`config.mk`:
```
export PLATFORM = sky130hd
export DESIGN_NAME = axis_pkt_m_flat
export DESIGN_NICKNAME = d
export VERILOG_FILES = /design/src/rtl/axis_pkt_m_if.sv /design/src/rtl/axis_pkt_m.sv /design/src/flat_wrapper.sv
export SDC_FILE = /design/constraint.sdc
export NUM_CORES = 1
export LEC_CHECK = 0
export CORE_MARGIN = 2
export CORE_UTILIZATION = 55
export DETAILED_ROUTE_END_ITERATION = 7
export PLACE_DENSITY = 0.79
export SLEW_MARGIN = 10
export SYNTH_ARGS = -nofsm -noshare
export SYNTH_HDL_FRONTEND = slang
export SYNTH_SLANG_ARGS = --single-unit
export TNS_END_PERCENT = 50
```
`constraint.sdc`:
```
create_clock -name clk -period 2.7 [get_ports clk]
set_input_delay 0.54 -clock clk [delete_from_list [all_inputs] [get_ports clk]]
set_output_delay 0.54 -clock clk [all_outputs]
set_load 0.02 [all_outputs]
```
`src/rtl/axis_pkt_m_if.sv`:
```
// axis_pkt_m_if: AXI4-Stream master-side bundle used by axis_pkt_m.
// Ports/signals:
//   m_axis_tdata  [WIDTH] stream data (master -> slave)
//   m_axis_tvalid          stream valid (master -> slave)
//   m_axis_tlast           last beat of packet (master -> slave)
//   m_axis_tready          downstream ready (slave -> master)
interface axis_pkt_m_if #(
    parameter int WIDTH = 32
);
    logic [WIDTH-1:0] m_axis_tdata;
    logic             m_axis_tvalid;
    logic             m_axis_tlast;
    logic             m_axis_tready;

    modport master (
        output m_axis_tdata,
        output m_axis_tvalid,
        output m_axis_tlast,
        input  m_axis_tready
    );

    modport slave (
        input  m_axis_tdata,
        input  m_axis_tvalid,
        input  m_axis_tlast,
        output m_axis_tready
    );
endinterface

```
`src/rtl/axis_pkt_m.sv`:
```
// axis_pkt_m: packetising AXI4-Stream master.
// Upstream words are buffered in a DEPTH-entry first-word-fall-through FIFO;
// packet lengths are buffered in a CFG_DEPTH-entry queue. Beats are emitted
// only while both a word and a length are present, and tlast marks the beat
// whose index matches the head length (0 encodes 2^LEN_WIDTH).
// Ports:
//   clk, rst        clock, synchronous active-high reset
//   m_axis          master modport: tdata/tvalid/tlast out, tready in
//   ready/valid_in/data_in            upstream data pop interface
//   config_valid/config_ready/config_len  packet length push interface
//   busy            length queue non-empty
//   pkt_done        one-cycle pulse the cycle after each tlast transfer
module axis_pkt_m #(
    parameter int WIDTH     = 32,
    parameter int LEN_WIDTH = 10,
    parameter int DEPTH     = 4,
    parameter int CFG_DEPTH = 2
) (
    input  logic                 clk,
    input  logic                 rst,
    axis_pkt_m_if.master         m_axis,
    output logic                 ready,
    input  logic                 valid_in,
    input  logic [WIDTH-1:0]     data_in,
    input  logic                 config_valid,
    output logic                 config_ready,
    input  logic [LEN_WIDTH-1:0] config_len,
    output logic                 busy,
    output logic                 pkt_done
);
    localparam int AW = $clog2(DEPTH);
    localparam int CW = $clog2(CFG_DEPTH);
    localparam int BW = LEN_WIDTH + 1;

    localparam logic [AW:0]    DATA_FULL  = (AW+1)'(DEPTH);
    localparam logic [CW:0]    CFG_FULL   = (CW+1)'(CFG_DEPTH);
    localparam logic [BW-1:0]  BEAT_FIRST = BW'(1);

    // Data FIFO state
    logic [WIDTH-1:0] data_mem_q [DEPTH];
    logic [AW-1:0]    data_wr_q, data_rd_q;
    logic [AW:0]      data_cnt_q, data_cnt_d;

    // Length queue state
    logic [LEN_WIDTH-1:0] cfg_mem_q [CFG_DEPTH];
    logic [CW-1:0]        cfg_wr_q, cfg_rd_q;
    logic [CW:0]          cfg_cnt_q, cfg_cnt_d;

    // Beat position within the current packet (1-based)
    logic [BW-1:0] beat_q, beat_d;
    logic          pkt_done_q;

    logic                 data_empty_s, data_full_s, cfg_empty_s, cfg_full_s;
    logic [LEN_WIDTH-1:0] cfg_head_s;
    logic [BW-1:0]        target_s;
    logic                 tvalid_s, tlast_s, xfer_s, ready_s;
    logic                 push_s, cfg_push_s, cfg_pop_s;

    // Handshake decode, tlast compare and next-state counts
    always_comb begin
        data_empty_s = (data_cnt_q == (AW+1)'(0));
        data_full_s  = (data_cnt_q == DATA_FULL);
        cfg_empty_s  = (cfg_cnt_q == (CW+1)'(0));
        cfg_full_s   = (cfg_cnt_q == CFG_FULL);
        cfg_head_s   = cfg_mem_q[cfg_rd_q];

        // A zero length field stands for the full 2^LEN_WIDTH beats
        if (cfg_head_s == LEN_WIDTH'(0)) begin
            target_s = {1'b1, {LEN_WIDTH{1'b0}}};
        end else begin
            target_s = {1'b0, cfg_head_s};
        end

        tvalid_s   = !data_empty_s && !cfg_empty_s;
        tlast_s    = tvalid_s && (beat_q == target_s);
        xfer_s     = tvalid_s && m_axis.m_axis_tready;
        // A pop this cycle frees a slot, so a full FIFO can still accept
        ready_s    = !data_full_s || xfer_s;
        push_s     = valid_in && ready_s;
        cfg_push_s = config_valid && !cfg_full_s;
        cfg_pop_s  = xfer_s && tlast_s;

        case ({push_s, xfer_s})
            2'b10:   data_cnt_d = data_cnt_q + (AW+1)'(1);
            2'b01:   data_cnt_d = data_cnt_q - (AW+1)'(1);
            default: data_cnt_d = data_cnt_q;
        endcase

        case ({cfg_push_s, cfg_pop_s})
            2'b10:   cfg_cnt_d = cfg_cnt_q + (CW+1)'(1);
            2'b01:   cfg_cnt_d = cfg_cnt_q - (CW+1)'(1);
            default: cfg_cnt_d = cfg_cnt_q;
        endcase

        if (xfer_s && tlast_s) begin
            beat_d = BEAT_FIRST;
        end else if (xfer_s) begin
            beat_d = beat_q + BW'(1);
        end else begin
            beat_d = beat_q;
        end
    end

    // Storage arrays: written on accepted pushes, contents need no reset
    always_ff @(posedge clk) begin
        if (push_s) begin
            data_mem_q[data_wr_q] <= data_in;
        end
        if (cfg_push_s) begin
            cfg_mem_q[cfg_wr_q] <= config_len;
        end
    end

    // Pointers, occupancy counts, beat counter and completion pulse
    always_ff @(posedge clk) begin
        if (rst) begin
            data_wr_q  <= AW'(0);
            data_rd_q  <= AW'(0);
            data_cnt_q <= (AW+1)'(0);
            cfg_wr_q   <= CW'(0);
            cfg_rd_q   <= CW'(0);
            cfg_cnt_q  <= (CW+1)'(0);
            beat_q     <= BEAT_FIRST;
            pkt_done_q <= 1'b0;
        end else begin
            if (push_s) begin
                data_wr_q <= data_wr_q + AW'(1);
            end
            if (xfer_s) begin
                data_rd_q <= data_rd_q + AW'(1);
            end
            if (cfg_push_s) begin
                cfg_wr_q <= cfg_wr_q + CW'(1);
            end
            if (cfg_pop_s) begin
                cfg_rd_q <= cfg_rd_q + CW'(1);
            end
            data_cnt_q <= data_cnt_d;
            cfg_cnt_q  <= cfg_cnt_d;
            beat_q     <= beat_d;
            pkt_done_q <= cfg_pop_s;
        end
    end

    assign m_axis.m_axis_tdata  = data_mem_q[data_rd_q];
    assign m_axis.m_axis_tvalid = tvalid_s;
    assign m_axis.m_axis_tlast  = tlast_s;
    assign ready                = ready_s;
    assign config_ready         = !cfg_full_s;
    assign busy                 = !cfg_empty_s;
    assign pkt_done             = pkt_done_q;
endmodule
```
`src/flat_wrapper.sv`:
```
// flat-port wrapper written by rule: the top's interface ports become plain ports
module axis_pkt_m_flat 
#(
    parameter int WIDTH     = 32,
    parameter int LEN_WIDTH = 10,
    parameter int DEPTH     = 4,
    parameter int CFG_DEPTH = 2
)
  (clk, rst, ready, valid_in, data_in, config_valid, config_ready, config_len, busy, pkt_done, m_axis_m_axis_tdata, m_axis_m_axis_tvalid, m_axis_m_axis_tlast, m_axis_m_axis_tready);
  axis_pkt_m_if #(.WIDTH(WIDTH)) m_axis_i ();
  input  logic clk;
  input  logic rst;
  output logic ready;
  input  logic valid_in;
  input  logic [WIDTH-1:0] data_in;
  input  logic config_valid;
  output logic config_ready;
  input  logic [LEN_WIDTH-1:0] config_len;
  output logic busy;
  output logic pkt_done;
  output wire logic [$bits(m_axis_i.m_axis_tdata)-1:0] m_axis_m_axis_tdata;
  output wire logic [$bits(m_axis_i.m_axis_tvalid)-1:0] m_axis_m_axis_tvalid;
  output wire logic [$bits(m_axis_i.m_axis_tlast)-1:0] m_axis_m_axis_tlast;
  input wire logic [$bits(m_axis_i.m_axis_tready)-1:0] m_axis_m_axis_tready;
  assign m_axis_m_axis_tdata = m_axis_i.m_axis_tdata;
  assign m_axis_m_axis_tvalid = m_axis_i.m_axis_tvalid;
  assign m_axis_m_axis_tlast = m_axis_i.m_axis_tlast;
  assign m_axis_i.m_axis_tready = m_axis_m_axis_tready;
  axis_pkt_m #(.WIDTH(WIDTH), .LEN_WIDTH(LEN_WIDTH), .DEPTH(DEPTH), .CFG_DEPTH(CFG_DEPTH)) u_core (.clk(clk), .rst(rst), .m_axis(m_axis_i), .ready(ready), .valid_in(valid_in), .data_in(data_in), .config_valid(config_valid), .config_ready(config_ready), .config_len(config_len), .busy(busy), .pkt_done(pkt_done));
endmodule
```
==> results of run 1 <==
-- cell type report --
class	instances	area (µm²)
multi-input cells	164	1730
flip-flops and latches	174	4970
repair buffers	108	1080
inverters	10	37.5
fillers	759	3420
clock buffers	17	425
clock inverters	15	170
well taps	147	184
-- stage by stage --
stage                     total power [mW]  std cells  TNS, ns
after CTS                             6.35        631   -0.301
after global routing                  6.51        635   -0.346
final                                 6.31        635   -0.112
after detailed placement              3.96        593   -0.239
after floorplan                       3.60        363        0
after global placement                3.93        593   -0.142
-- worst paths after layout --
kind | start | end | slack (ns) | cells past startpoint
min | u_core.data_wr_q[1]$_SDFFE_PP0P_ | u_core.data_wr_q[1]$_SDFFE_PP0P_ | 0.50 | 2
min reg2reg | u_core.data_wr_q[1]$_SDFFE_PP0P_ | u_core.data_wr_q[1]$_SDFFE_PP0P_ | 0.50 | 2
max reg2reg | u_core.cfg_mem_q[0][9]$_DFFE_PP_ | u_core.cfg_cnt_q[1]$_SDFFE_PP0P_ | -0.04 | 11
max | u_core.cfg_mem_q[0][9]$_DFFE_PP_ | m_axis_m_axis_tlast | -0.07 | 7
-- report_power, final --
group	switching, mW	internal, mW
registers	0.0630	3.09
logic	0.371	0.342
clock network	0.997	1.45
total	1.43	4.88
-- cell families after synthesis --
| kind of cell | count (synthesis) | share of synthesized area [%] |
|---|---|---|
| AND/OR/NAND/NOR | 73 | 6.13 |
| XOR/XNOR | 26 | 3.37 |
| adder cells (fa/ha/maj) | 8 | 1.59 |
| multiplexers | 44 | 12.5 |
| AO/OA/AOI/OAI | 13 | 1.13 |
| flip-flops | 174 | 73.5 |
| buffers and inverters | 25 | 1.74 |
-- critical path, cell delays in order, from the launching register on --
cell	delay [ns]
edfxtp_1	0.39
or4_4	0.56
nor4_4	0.13
o21ai_1	0.11
xor2_1	0.20
nand4_1	0.17
inv_1	0.12
buf_6	0.12
-- flip-flops by register name (all words and copies together) (netlist names), named ones only --
register,count
u_core.cfg_mem_q,20
u_core.beat_q,11
u_core.data_wr_q,2
u_core.cfg_cnt_q,2
u_core.cfg_wr_q,1
u_core.data_mem_q,128
u_core.data_rd_q,2
u_core.pkt_done,1
u_core.data_cnt_q,3
u_core.cfg_rd_q,1
-- cell usage after synthesis (all sizes together) --
library cell,instances
a21oi,5
a32o,1
and2,1
and3,12
and4,2
buf,7
clkbuf,8
dfxtp,26
edfxtp,148
fa,1
ha,7
inv,10
mux2,2
mux2i,10
mux4,32
nand2,9
nand2b,1
nand3,2
nand4,6
nor2,18
nor2b,1
nor3,10
nor4,5
o21ai,5
o22ai,1
o32a,1
or2,1
or3,2
or4,2
or4b,1
xnor2,12
xor2,14
-- metal layers --
layer | up-vias | global-route usage [%]
li1 | 1652 | -
met1 | 1830 | 22.4
met2 | 124 | 34.6
met3 | 29 | 6.06
met4 | 0 | 8.51
met5 | - | 0
-- timing repair --
action | in CTS | in global routing
endpoints found under the setup margin | 30 | 8
setup buffers | 6 | 4
resized for setup | 35 | 10
pin swaps | 8 | 7
==> metrics.cfg, run 1 <==
[run_status]
status=complete, but fails checks
violations=negative setup slack

[sta]
fin_crit_sh_pct=103
relSlewSlack_pct=66.4
tightest_slew_ns=0.503
fin_skew_ns=0.00752
finalSetupViolations=2
holdWs_ns=0.500
setup_ws_ns=-0.0728
fin_crit_ns=2.77
rsz0062_at_grt=true
finalHoldViolations=0
slew_viol_final=0
fmax_ghz=0.361

[final_layout]
diodes=0
design_area_um2=8600
final_common_cell=edfxtp_1
drive_gt1_share_pct=22.7
syn_to_final_growth_pct=27.2
fin_util_pct=71.6
final_cell_mix=edfxtp_1 (148), clkdlybuf4s50_1 (54), mux4_2 (32)
final_nets=530

[synthesis]
synthCells=363
yosysWarnings=0
yosys.cell_types.count=39
synth_top_area_cell=edfxtp_1
synth-seq-area-share_pct=73.5
synth_area_um2=6760
synth_area_per_cell_um2=18.6
syn_nets=418
ys_ff_latch=174
synth.top_cell.area_share_pct=65.8
synth.area.top_cells=edfxtp_1 (66%), mux4_2 (11%), dfxtp_1 (7.7%), xor2_1 (1.8%), xnor2_1 (1.6%)

[placement]
hpwlAfterDp_mm=7.46
port_buffers=84
place_area_um2=7910
gp_congestion=0.702
place_ws_ns=-0.159

[die]
pin_count=85
num_rows=40
core_area_um2=12000
die_y_um=115
die_area_um2=13200
die_w_um=115
initial_utilization_pct=56.2

[routing]
wl_met3_um=739
route.detailed.drc=0
vias=3635
routed.top_layer=met4
vias_per_cell=5.72
drt-initial-drc-count=228
wl_mm=12.2
ant_nets=0
met2_wirelength_mm=6.41
drtPass1Iterations=5
wl_per_cell_um=19.2
drt-met1-wl_mm=4.80

[clock_network]
cts.sinks=174
cts_tree=built
cts_buffers=17
clockBufferDepth=2
clkTransAtPathRegs_ns=0.06
clk_latency_ns=0.43
cts_hold_buf=0
h-tree-depth=4
cts-root-buf=clkbuf_16

[worst_setup_path]
cp-start-kind=flip-flop
worst-setup-path-type=reg -> out
cp-end-kind=output port
worstPathMaxFanout=2
cp_data_arrival_time_ns=2.23
critPathRequiredTime_ns=2.16

[power_and_ir_drop]
leakage_nw=2.89
irDropWorstVdd_mv=0.461
pwr_density_cell_nw_per_um2=734

[global_routing]
grt_pass1_vias=3743
grt_pass1_wl_mm=18.9
grt_overflow=0
grt_max_degree=33
antenna_found_initial=0
grtUsageTotal_pct=19.7

[flow_run]
drv_cap=0

[worst_hold_path]
holdCritPathClass=reg -> reg

Power figures use the tool's default switching activity.
==> run 2: changes to the inputs <==
--- a/config.mk
+++ b/config.mk
@@ -9,6 +9,7 @@
 export CORE_UTILIZATION = 55
 export DETAILED_ROUTE_END_ITERATION = 7
 export PLACE_DENSITY = 0.79
+export SKIP_LAST_GASP = 1
 export SLEW_MARGIN = 10
 export SYNTH_ARGS = -nofsm -noshare
 export SYNTH_HDL_FRONTEND = slang
==> metrics.cfg, run 2 (synthesized netlist as in run 1, its figures left out) <==
[final_layout]
drive_gt1_share_pct=22.9  ; +0.16 points
largest_reg_flops=128  ; unchanged
diodes=0  ; unchanged
n_fill_cell=747  ; -1.6%
max_flop_register=u_core.data_mem_q
fin_util_pct=72.0  ; +0.47 points
reg.largest.list=u_core.data_mem_q: 128 flops, u_core.cfg_mem_q: 20 flops, u_core.beat_q: 11 flops
final_nets=531  ; +0.19%
final_common_cell=edfxtp_1
final_cell_mix=edfxtp_1 (148), clkdlybuf4s50_1 (64), mux4_2 (32)
syn_to_final_growth_pct=28.1

[worst_setup_path]
critPathRequiredTime_ns=2.16  ; about the same
r2r_slack_ns=-0.06  ; -0.02 ns
worstSetupStartpoint=u_core.cfg_mem_q[0][9]$_DFFE_PP_
r2r_start=u_core.cfg_mem_q[0][9]$_DFFE_PP_
worst-setup-path-type=reg -> out
cp-end-kind=output port
worstPathMaxFanout=2  ; unchanged
cp_data_arrival_time_ns=2.23  ; about the same
cp-start-kind=flip-flop

[worst_hold_path]
holdCritPathClass=reg -> reg
hp-start=u_core.data_wr_q[1]$_SDFFE_PP0P_

[die]
die_y_um=115  ; unchanged
initial_utilization_pct=56.2  ; unchanged
die_area_um2=13200  ; unchanged
core_area_um2=12000  ; unchanged
num_rows=40  ; unchanged
pin_count=85  ; unchanged
die_w_um=115  ; unchanged

[sta]
slew_viol_final=0  ; unchanged
fmax_ghz=0.361  ; about the same
fin_crit_sh_pct=103  ; about the same
finalHoldViolations=0  ; unchanged
relSlewSlack_pct=66.4  ; about the same
setup_ws_ns=-0.0717  ; +0.00104 ns
rsz0062_at_grt=true
tightest_slew_ns=0.503  ; +0.000444 ns
fin_crit_ns=2.77  ; -0.00104 ns
finalSetupViolations=6  ; +4
fin_skew_ns=0.0106  ; +0.00312 ns
setup_tns_ns=-0.152  ; -0.0397 ns

[global_routing]
grt_busiest_layer=met2
grt_util_met2_pct=34.5  ; -0.039 points
use_met3_pct=6.06  ; unchanged
grtUsageTotal_pct=19.7  ; about the same
grt_overflow=0  ; unchanged
grt_use_met1_pct=22.4  ; unchanged
grt_pass1_wl_mm=18.9  ; about the same
grt_pass1_vias=3737  ; -0.16%
antenna_found_initial=0  ; unchanged
grt_max_degree=33  ; unchanged

[clock_network]
clk_latency_ns=0.43  ; about the same
h-tree-depth=4  ; unchanged
clkTransAtPathRegs_ns=0.06  ; about the same
clockBufferDepth=2  ; unchanged
cts.sinks=174  ; unchanged
cts_buffers=17  ; unchanged
cts_tree=built
cts_hold_buf=0  ; unchanged
cts-root-buf=clkbuf_16

[power_and_ir_drop]
irDropWorstVdd_mv=0.465  ; +0.88%
power_mw=6.35  ; +0.56%
leakage_nw=2.93  ; +1.4%
pwr_density_cell_nw_per_um2=734  ; about the same

[routing]
ant_nets=0  ; unchanged
route.detailed.drc=0  ; unchanged
wl_per_cell_um=19.5  ; +1.6%
wl_mm=12.4  ; +1.7%
drt-initial-drc-count=230  ; +0.88%
vias=3638  ; +0.083%
drtPass1Iterations=4  ; -1
vias_per_cell=5.72  ; about the same

[run_status]
violations=negative setup slack
status=complete, but fails checks

[flow_run]
drv_cap=0  ; unchanged

[placement]
gp_congestion=0.702  ; unchanged
place_ws_ns=-0.159  ; unchanged
port_buffers=84  ; unchanged
hpwlAfterDp_mm=7.46  ; unchanged

-- run 2: layout make-up --
class	count	area [µm²]	share of cell area [%]
Tap cell	147	184	2.13
Sequential cell	174	4970	57.4
Timing Repair Buffer	109	1130	13.1
Clock inverter	15	170	1.97
Multi-Input combinational cell	164	1740	20.1
Inverter	10	37.5	0.434
Clock buffer	17	425	4.92
-- run 2: report_power, final --
group          switching (mW)  total, mW  internal [mW]
clock                    1.00       2.45           1.45
combinational           0.375      0.744          0.370
sequential             0.0648       3.15           3.09
-- run 2: worst max-delay path: stages, from the launching register on --
cell	delay [ns]
edfxtp_1	0.39
or4_4	0.56
nor4_4	0.13
o21ai_1	0.11
xor2_1	0.20
nand4_1	0.17
inv_1	0.12
buf_6	0.12
-- run 2: final timing paths --
path | to | depth (start not counted)
min reg2reg | u_core.data_wr_q[1]$_SDFFE_PP0P_ | 2
min | u_core.data_wr_q[1]$_SDFFE_PP0P_ | 2
max reg2reg | u_core.cfg_cnt_q[1]$_SDFFE_PP0P_ | 11
max | m_axis_m_axis_tlast | 7
-- run 2: per-stage QoR --
stage	area, µm²	hold WS, ns	std cells
3_5_place_dp	7910	0.498	593
3_3_place_gp	7910	0.481	593
6_report	8650	0.500	636
4_1_cts	8540	0.507	631
2_1_floorplan	6770	0.469	363
5_1_grt	8650	0.524	636
-- run 2: per-layer routing --
layer | part of all wire [%] | wire, µm | up-vias
li1 | - | - | 1655
met1 | 40 | 4910 | 1856
met2 | 53 | 6620 | 111
met3 | 5.7 | 706 | 16
met4 | 1.5 | 183 | 0
met5 | 0 | 0 | -
-- run 2: what timing repair did --
item / CTS / global route
setup endpoints to repair: 30 / 22
resized for setup: 21 / 13
pin swaps: 6 / 7
gates cloned: 0 / 1
buffers inserted: 6 / 4
==> run 3: changes to the inputs <==
--- a/config.mk
+++ b/config.mk
@@ -9,6 +9,7 @@
 export CORE_UTILIZATION = 55
 export DETAILED_ROUTE_END_ITERATION = 7
 export PLACE_DENSITY = 0.79
+export RECOVER_POWER = 25
 export SKIP_LAST_GASP = 1
 export SLEW_MARGIN = 10
 export SYNTH_ARGS = -nofsm -noshare
==> metrics.cfg, run 3 (synthesized netlist as in run 1, its figures left out) <==
[clock_network]
clk_latency_ns=0.43  ; about the same
cts-root-buf=clkbuf_16
cts.sinks=174  ; unchanged
h-tree-depth=4  ; unchanged
cts_tree=built
clkTransAtPathRegs_ns=0.06  ; about the same
cts_hold_buf=0  ; unchanged
cts_buffers=17  ; unchanged
clockBufferDepth=2  ; unchanged

[worst_setup_path]
r2r_cells=11  ; unchanged
cp-start-kind=flip-flop
cp-end-kind=output port
worst-setup-path-type=reg -> out
cp_data_arrival_time_ns=2.23  ; about the same
critPathRequiredTime_ns=2.16  ; about the same
worstPathMaxFanout=2  ; unchanged

[final_layout]
max_flop_register=u_core.data_mem_q
diodes=0  ; unchanged
final_cell_mix=edfxtp_1 (148), clkdlybuf4s50_1 (36), mux4_2 (32)
drive_gt1_share_pct=22.9  ; unchanged
final_cells=636  ; unchanged
final_nets=531  ; unchanged
reg.largest.list=u_core.data_mem_q: 128 flops, u_core.cfg_mem_q: 20 flops, u_core.beat_q: 11 flops
largest_reg_flops=128  ; unchanged
final_common_cell=edfxtp_1
syn_to_final_growth_pct=28.1  ; unchanged

[power_and_ir_drop]
leakage_nw=2.94  ; +0.25%
irDropWorstVdd_mv=0.467  ; +0.48%
pwr_density_cell_nw_per_um2=733  ; about the same

[sta]
setup_ws_ns=-0.0725  ; -0.000792 ns
slew_viol_final=0  ; unchanged
fmax_ghz=0.361  ; about the same
holdWs_ns=0.500  ; +0.00000500 ns
tightest_slew_ns=0.503  ; +0.0000111 ns
finalHoldViolations=0  ; unchanged
rsz0062_at_grt=true
fin_crit_ns=2.77  ; +0.000792 ns
fin_crit_sh_pct=103  ; about the same
fin_skew_ns=0.00654  ; -0.00409 ns
finalSetupViolations=6  ; unchanged
relSlewSlack_pct=66.4  ; about the same

[global_routing]
antenna_found_initial=1  ; +1
grtUsageTotal_pct=19.7  ; unchanged
grt_pass1_wl_mm=18.9  ; unchanged
grt_max_degree=33  ; unchanged
grt_overflow=0  ; unchanged
grt_pass1_vias=3737  ; unchanged

[routing]
drtPass1Iterations=4  ; unchanged
route.detailed.drc=0  ; unchanged
vias_per_cell=5.75  ; +0.58%
vias=3659  ; +0.58%
wl_mm=12.4  ; -0.29%
ant_nets=0  ; unchanged
wl_per_cell_um=19.5  ; -0.29%
drt-initial-drc-count=222  ; -3.5%

[worst_hold_path]
holdCritPathClass=reg -> reg
whs_path_depth=2  ; unchanged

[die]
die_y_um=115  ; unchanged
num_rows=40  ; unchanged
core_area_um2=12000  ; unchanged
initial_utilization_pct=56.2  ; unchanged
pin_count=85  ; unchanged
die_area_um2=13200  ; unchanged
die_w_um=115  ; unchanged

[placement]
place_ws_ns=-0.159  ; unchanged
port_buffers=84  ; unchanged
dp_cells=593  ; unchanged
gp_congestion=0.702  ; unchanged
hpwlAfterDp_mm=7.46  ; unchanged

[run_status]
violations=negative setup slack
status=complete, but fails checks

[flow_run]
drv_cap=0  ; unchanged

## run 3: changes by cell type in the layout (fill, tap and decap cells not counted), sizes merged
| cell | before | now |
|---|---|---|
| clkdlybuf4s50 | 64 | 36 |
| dlygate4sd3 | 0 | 28 |
## run 3: where the power goes
group	leakage [nW]	switching (mW)	internal (mW)	total [mW]
registers	1.57	0.0648	3.09	3.15
logic	1.07	0.375	0.362	0.737
clock network	0.296	1.00	1.45	2.45
## run 3: per-layer routing
layer	GRT usage, %	vias to the layer above	routed length (µm)
met5	0	-	8
met4	8.51	2	250
met3	6.06	27	690
met2	34.5	108	6520
met1	22.4	1866	4930
li1	-	1656	-
## run 3: through the flow
stage	area (µm²)	power, mW	setup TNS [ns]	util [%]
6_report	8650	6.34	-0.170	72.0
2_1_floorplan	6770	3.60	0	-
3_5_place_dp	7910	3.96	-0.239	65.9
4_1_cts	8540	6.37	-0.691	71.1
3_3_place_gp	7910	3.93	-0.142	65.9
5_1_grt	8650	6.54	-1.01	72.0
## run 3: cell type report
| type | count | area, µm² |
|---|---|---|
| fill | 747 | 3360 |
| sequential | 174 | 4970 |
| multi-input combinational | 164 | 1740 |
| clock buffer | 17 | 425 |
| inverter | 10 | 37.5 |
| clock inverter | 15 | 170 |
| timing repair buffer | 109 | 1130 |
| tap | 147 | 184 |
## run 3: what timing repair did
action                                  in CTS  in global routing
gates cloned                                 0                  1
setup buffers                                6                  4
resized for setup                           21                 13
pin swaps                                    6                  7
endpoints found under the setup margin      30                 22
## run 3: final timing paths
path	start	slack, ns	end
max	u_core.cfg_mem_q[0][9]$_DFFE_PP_	-0.07	m_axis_m_axis_tlast
min	u_core.data_wr_q[1]$_SDFFE_PP0P_	0.50	u_core.data_wr_q[1]$_SDFFE_PP0P_
max reg2reg	u_core.cfg_mem_q[0][9]$_DFFE_PP_	-0.05	u_core.cfg_cnt_q[1]$_SDFFE_PP0P_
min reg2reg	u_core.data_wr_q[1]$_SDFFE_PP0P_	0.50	u_core.data_wr_q[1]$_SDFFE_PP0P_
## run 3: worst max-delay path, stage by stage, from the launching register on
cell and delay, ns:
edfxtp_1 0.39, or4_4 0.56, nor4_4 0.13, o21ai_1 0.11, xor2_1 0.20, nand4_1 0.17, inv_1 0.12, buf_6 0.12
==> RTL edit 1, RTL diff (flow settings as in run 3) <==
`DEPTH` is set to 4 in 2 places; all go to 2.
--- a/src/rtl/axis_pkt_m.sv
+++ b/src/rtl/axis_pkt_m.sv
@@ -14,5 +14,5 @@
     parameter int WIDTH     = 32,
     parameter int LEN_WIDTH = 10,
-    parameter int DEPTH     = 4,
+    parameter int DEPTH     = 2,
     parameter int CFG_DEPTH = 2
 ) (
--- a/src/flat_wrapper.sv
+++ b/src/flat_wrapper.sv
@@ -4,5 +4,5 @@
     parameter int WIDTH     = 32,
     parameter int LEN_WIDTH = 10,
-    parameter int DEPTH     = 4,
+    parameter int DEPTH     = 2,
     parameter int CFG_DEPTH = 2
 )
Behaviour: not the same (a bounded check fails within 4 cycles, from zero or initial values and one cycle with rst high).
==> RTL edit 1 against run 3 <==
- hold slack improved by 0.010 ns
- sequential cell count decreased by 68
- setup slack worse by 0.0094 ns
- the flow still finishes with violations (negative setup slack)
- count of clock-buffer cells in the layout fell by 7
- routed wire length shrank 39%
- critical path depth increased by 3
- sequential power shrank 37%
- die area fell by 36%
- synthesized area shrank 37%
- sequential share of layout area fell by 3.6 points
- highest routed layer is now met4
- global-route usage is 1.0 points lower
- power shrank 43%
- critical endpoint is now u_core.cfg_cnt_q[1]
- largest cell class unchanged
- cell area shrank 36%
==> RTL edit 1: results <==
export IMPL_min_from="u_core.data_cnt_q[1]"
export IMPL_htree_levels=3
export IMPL_synth_distinct_cells=41
export IMPL_vdd_drop_max_v=0.000374
export IMPL_seq_area_frac=0.539
export IMPL_clk_latency_ns=0.35
export IMPL_violations="negative setup slack"
export IMPL_synth_xor_area_frac=0.0583
export IMPL_slew_headroom=0.674
export IMPL_wl_per_cell_um=16.3
export IMPL_ys_top_cells_by_area="edfxtp_1 60%, dfxtp_1 10%, mux2_2 8.5%"
export IMPL_placed_area_um2=5280
export IMPL_fillers=467
export IMPL_first_global_vias=2492
export IMPL_finish_net_count=413
export IMPL_synth_edf_count=84
export IMPL_layoutNonFillerInstCount=467
export IMPL_setup_viol=2
export IMPL_worstSetupEndpoint="u_core.cfg_cnt_q[1]"
export IMPL_clock_root_buffer="clkbuf_8"
export IMPL_status="finished, violations left"
export IMPL_ctsResizeCount=7
export IMPL_finalWorstSetupSlack_ns=-0.0819
export IMPL_dp_hpwl_um=5390
export IMPL_p_leak_nw=1.91
export IMPL_grtUsageTotal=0.187
export IMPL_layout_drive_gt1_share=0.193
export IMPL_syn_avg_cell_area_um2=16.0
[RTL edit 1: cell types whose count changed in the layout (fill, tap and decap cells not counted), moves of 5 or more]
cell,delta
edfxtp_1,-64
mux4_2,-32
mux2_2,+31
clkbuf_16,-18
clkdlybuf4s50_1,+16
dlygate4sd2_1,-14
clkbuf_8,+9
nor3_1,-8
buf_4,-7
inv_1,-7
dlymetal6s2s_1,-5
[RTL edit 1: power breakdown]
part / switching (W) / total [W] / leakage [nW] / internal [W]
combinational: 0.000330 / 0.000665 / 0.844 / 0.000336
clock: 0.000528 / 0.000969 / 0.0986 / 0.000441
sequential: 0.0000538 / 0.00198 / 0.965 / 0.00192
[RTL edit 1: layer usage]
layer / GRT usage / share of wire
met1: 0.251 / 0.45
met5: 0 / 0
met3: 0.0337 / 0.042
met4: 0.0560 / 0.0070
met2: 0.313 / 0.50
==> RTL edit 2, RTL diff (flow settings as in run 3) <==
Made on the original files. Register the inputs `config_valid` and `config_len` before use, without a reset. The logic sees them one clock later. The other inputs are not delayed to match.
--- a/src/rtl/axis_pkt_m.sv
+++ b/src/rtl/axis_pkt_m.sv
@@ -36,4 +36,12 @@
     localparam logic [CW:0]    CFG_FULL   = (CW+1)'(CFG_DEPTH);
     localparam logic [BW-1:0]  BEAT_FIRST = BW'(1);
+
+    logic config_valid_q;
+    logic [LEN_WIDTH-1:0] config_len_q;
+
+    always_ff @(posedge clk) begin
+        config_valid_q <= config_valid;
+        config_len_q   <= config_len;
+    end
 
     // Data FIFO state
@@ -78,5 +86,5 @@
         ready_s    = !data_full_s || xfer_s;
         push_s     = valid_in && ready_s;
-        cfg_push_s = config_valid && !cfg_full_s;
+        cfg_push_s = config_valid_q && !cfg_full_s;
         cfg_pop_s  = xfer_s && tlast_s;
 
@@ -108,5 +116,5 @@
         end
         if (cfg_push_s) begin
-            cfg_mem_q[cfg_wr_q] <= config_len;
+            cfg_mem_q[cfg_wr_q] <= config_len_q;
         end
     end
Check against the original RTL: not equivalent (a bounded check fails within 4 cycles, from zero or initial values and one cycle with rst high).
==> RTL edit 2 against run 3 <==
- the flow still finishes with violations (negative setup slack)
- power up 2.0%
- sequential power increased by 5%
- count of clock-buffer cells in the layout rose by 1
- sequential cell count grew 11
- routed wire length fell by 1.7%
- hold slack got worse by 0.071 ns
- synthesized area up 2.4%
- core utilization rose by 1.1 points
- global-route usage decreased by 0.56 points
- final cell count increased by 4.6%
- setup slack lost 0.064 ns
- cell area rose by 2.9%
- register-to-register slack gained 0.09 ns
- highest routed layer is now met4
- clock power is 3% lower
==> RTL edit 2: results <==
export IMPL_wl_met3_um=755
export IMPL_antenna_found_initial=0
export IMPL_r2r_setup_slack_ns=0.04
export IMPL_drt_iter0_markers=269
export IMPL_use_met2=0.326
export IMPL_violations="negative setup slack"
export IMPL_grtUsageMet3=0.0540
export IMPL_avgViaCountPerCell=5.41
export IMPL_use_met1=0.229
export IMPL_r2r_start="u_core.cfg_mem_q[1][2]"
export IMPL_whs_path_depth=0
export IMPL_holdPathEnd="u_core.cfg_mem_q[0][9]"
export IMPL_grtUsageTotal=0.191
export IMPL_dp_hpwl_um=7420
export IMPL_wl_per_cell_um=18.3
export IMPL_met1Wirelength_um=4820
export IMPL_min_from="u_core.config_len_q[9]"
export IMPL_critPathSlowestCell="or4b_4"
export IMPL_first_global_vias=3705
export IMPL_met2WireLength_um=6380
export IMPL_finish_net_count=539
export IMPL_vdd_drop_max_v=0.000399
export IMPL_setup_tns_ns=-0.289
export IMPL_routabilityCongestion=0.880
export IMPL_clock_skew_final_ns=0.00797
export IMPL_setup_viol=4
export IMPL_grt_pass1_wl_um=18600
export IMPL_layout_drive_gt1_share=0.229
export IMPL_status="finished, violations left"
export IMPL_tightest_slew_ns=0.803
export IMPL_synth_distinct_cells=38
export IMPL_ys_top_cells_by_area="edfxtp_1 64%, dfxtp_1 11%, mux4_2 10%"
export IMPL_highest_layer="met4"
export IMPL_finalWorstSetupSlack_ns=-0.136
export IMPL_yosysSeqAreaShare=0.750
export IMPL_p_leak_nw=3.10
export IMPL_ys_top_cells_by_count="148 x edfxtp_1, 37 x dfxtp_1, 32 x mux4_2"
export IMPL_cpPeakStageDelay_ns=0.54
export IMPL_coreArea_um2=12200
export IMPL_drt_pass1_iterations=6
export IMPL_cp_top_family="simple AND/OR/NAND/NOR gates"
export IMPL_syn_num_nets=421
export IMPL_internal_power_w=0.00496
==> RTL edit 2: changes by cell type after synthesis, sizes merged, moves of 2 or more <==
cell,run 3,this run
clkbuf,8,4
inv,10,8
nor2,18,24
xnor2,12,10
o21ai,5,3
nand4,6,4
nor3,10,2
xor2,14,19
nor2b,1,3
and3,12,9
dfxtp,26,37
==> RTL edit 2: worst reg2reg max path, stage by stage (launching register included) <==
cell      delay [ns]
edfxtp_1        0.42
or4b_4          0.54
o22ai_2         0.17
o21ai_2         0.08
xor2_1          0.20
nand2_1         0.13
buf_4           0.17
nor3_4          0.12
ha_2            0.21
xnor2_2         0.08
or3_1           0.36
a21oi_2         0.11
==> RTL edit 2: worst max path at each step <==
stage	from	slack (ns)	to
2_1_floorplan	u_core.data_cnt_q[1]	0.02	u_core.data_cnt_q[2]
3_3_place_gp	flip-flop	-0.27	m_axis_m_axis_tlast
3_5_place_dp	flip-flop	-0.31	m_axis_m_axis_tlast
4_1_cts	u_core.cfg_mem_q[0][6]	-0.20	m_axis_m_axis_tlast
5_1_grt	flip-flop	-0.24	m_axis_m_axis_tlast
6_report	u_core.cfg_mem_q[1][2]	-0.14	m_axis_m_axis_tlast
==> RTL edit 2: stage by stage <==
step | power, W | worst slack [ns] | hold slack [ns] | cell area (um2) | instances
final | 0.00647 | -0.136 | 0.430 | 8900 | 665
after global routing | 0.00670 | -0.245 | 0.440 | 8900 | 665
after CTS | 0.00652 | -0.198 | 0.430 | 8830 | 664
after detailed placement | 0.00414 | -0.312 | 0.415 | 8140 | 626
after global placement | 0.00412 | -0.274 | 0.410 | 8140 | 626
after floorplan | 0.00378 | 0.0204 | 0.404 | 6930 | 366
==> RTL edit 2: timing repair <==
| item | CTS | global route |
|---|---|---|
| gates cloned | 1 | 0 |
| pin swaps | 6 | 3 |
| endpoints found under the setup margin | 31 | 30 |
| resized for setup | 14 | 21 |
| setup buffers | 6 | 1 |
==> RTL edit 2: cell type report <==
cell class	count	area, um2
sequential	185	5190
fill	715	3260
multi-input combinational	162	1720
timing repair buffer	110	1170
clock buffer	18	439
tap	168	210
clock inverter	14	140
inverter	8	30.0
==> RTL edit 2: power by group through the flow <==
stage / logic, W / clock network [W] / registers (W)
after floorplan: 0.000418 / 0 / 0.00336
after global placement: 0.000750 / 0 / 0.00337
after detailed placement: 0.000763 / 0 / 0.00338
after CTS: 0.000787 / 0.00241 / 0.00332
after global routing: 0.000824 / 0.00254 / 0.00333
final: 0.000769 / 0.00238 / 0.00332
==> RTL edit 2: cells by family (layout without fill, tap and decap cells) <==
family	Yosys count	count (layout)	share of synthesized area
flops	185	185	0.750
simple gates	69	69	0.0525
mux	44	44	0.122
xor+xnor	29	29	0.0367
buf+inv	19	150	0.0132
compound gates	12	12	0.0101
fa+ha+maj	8	8	0.0156
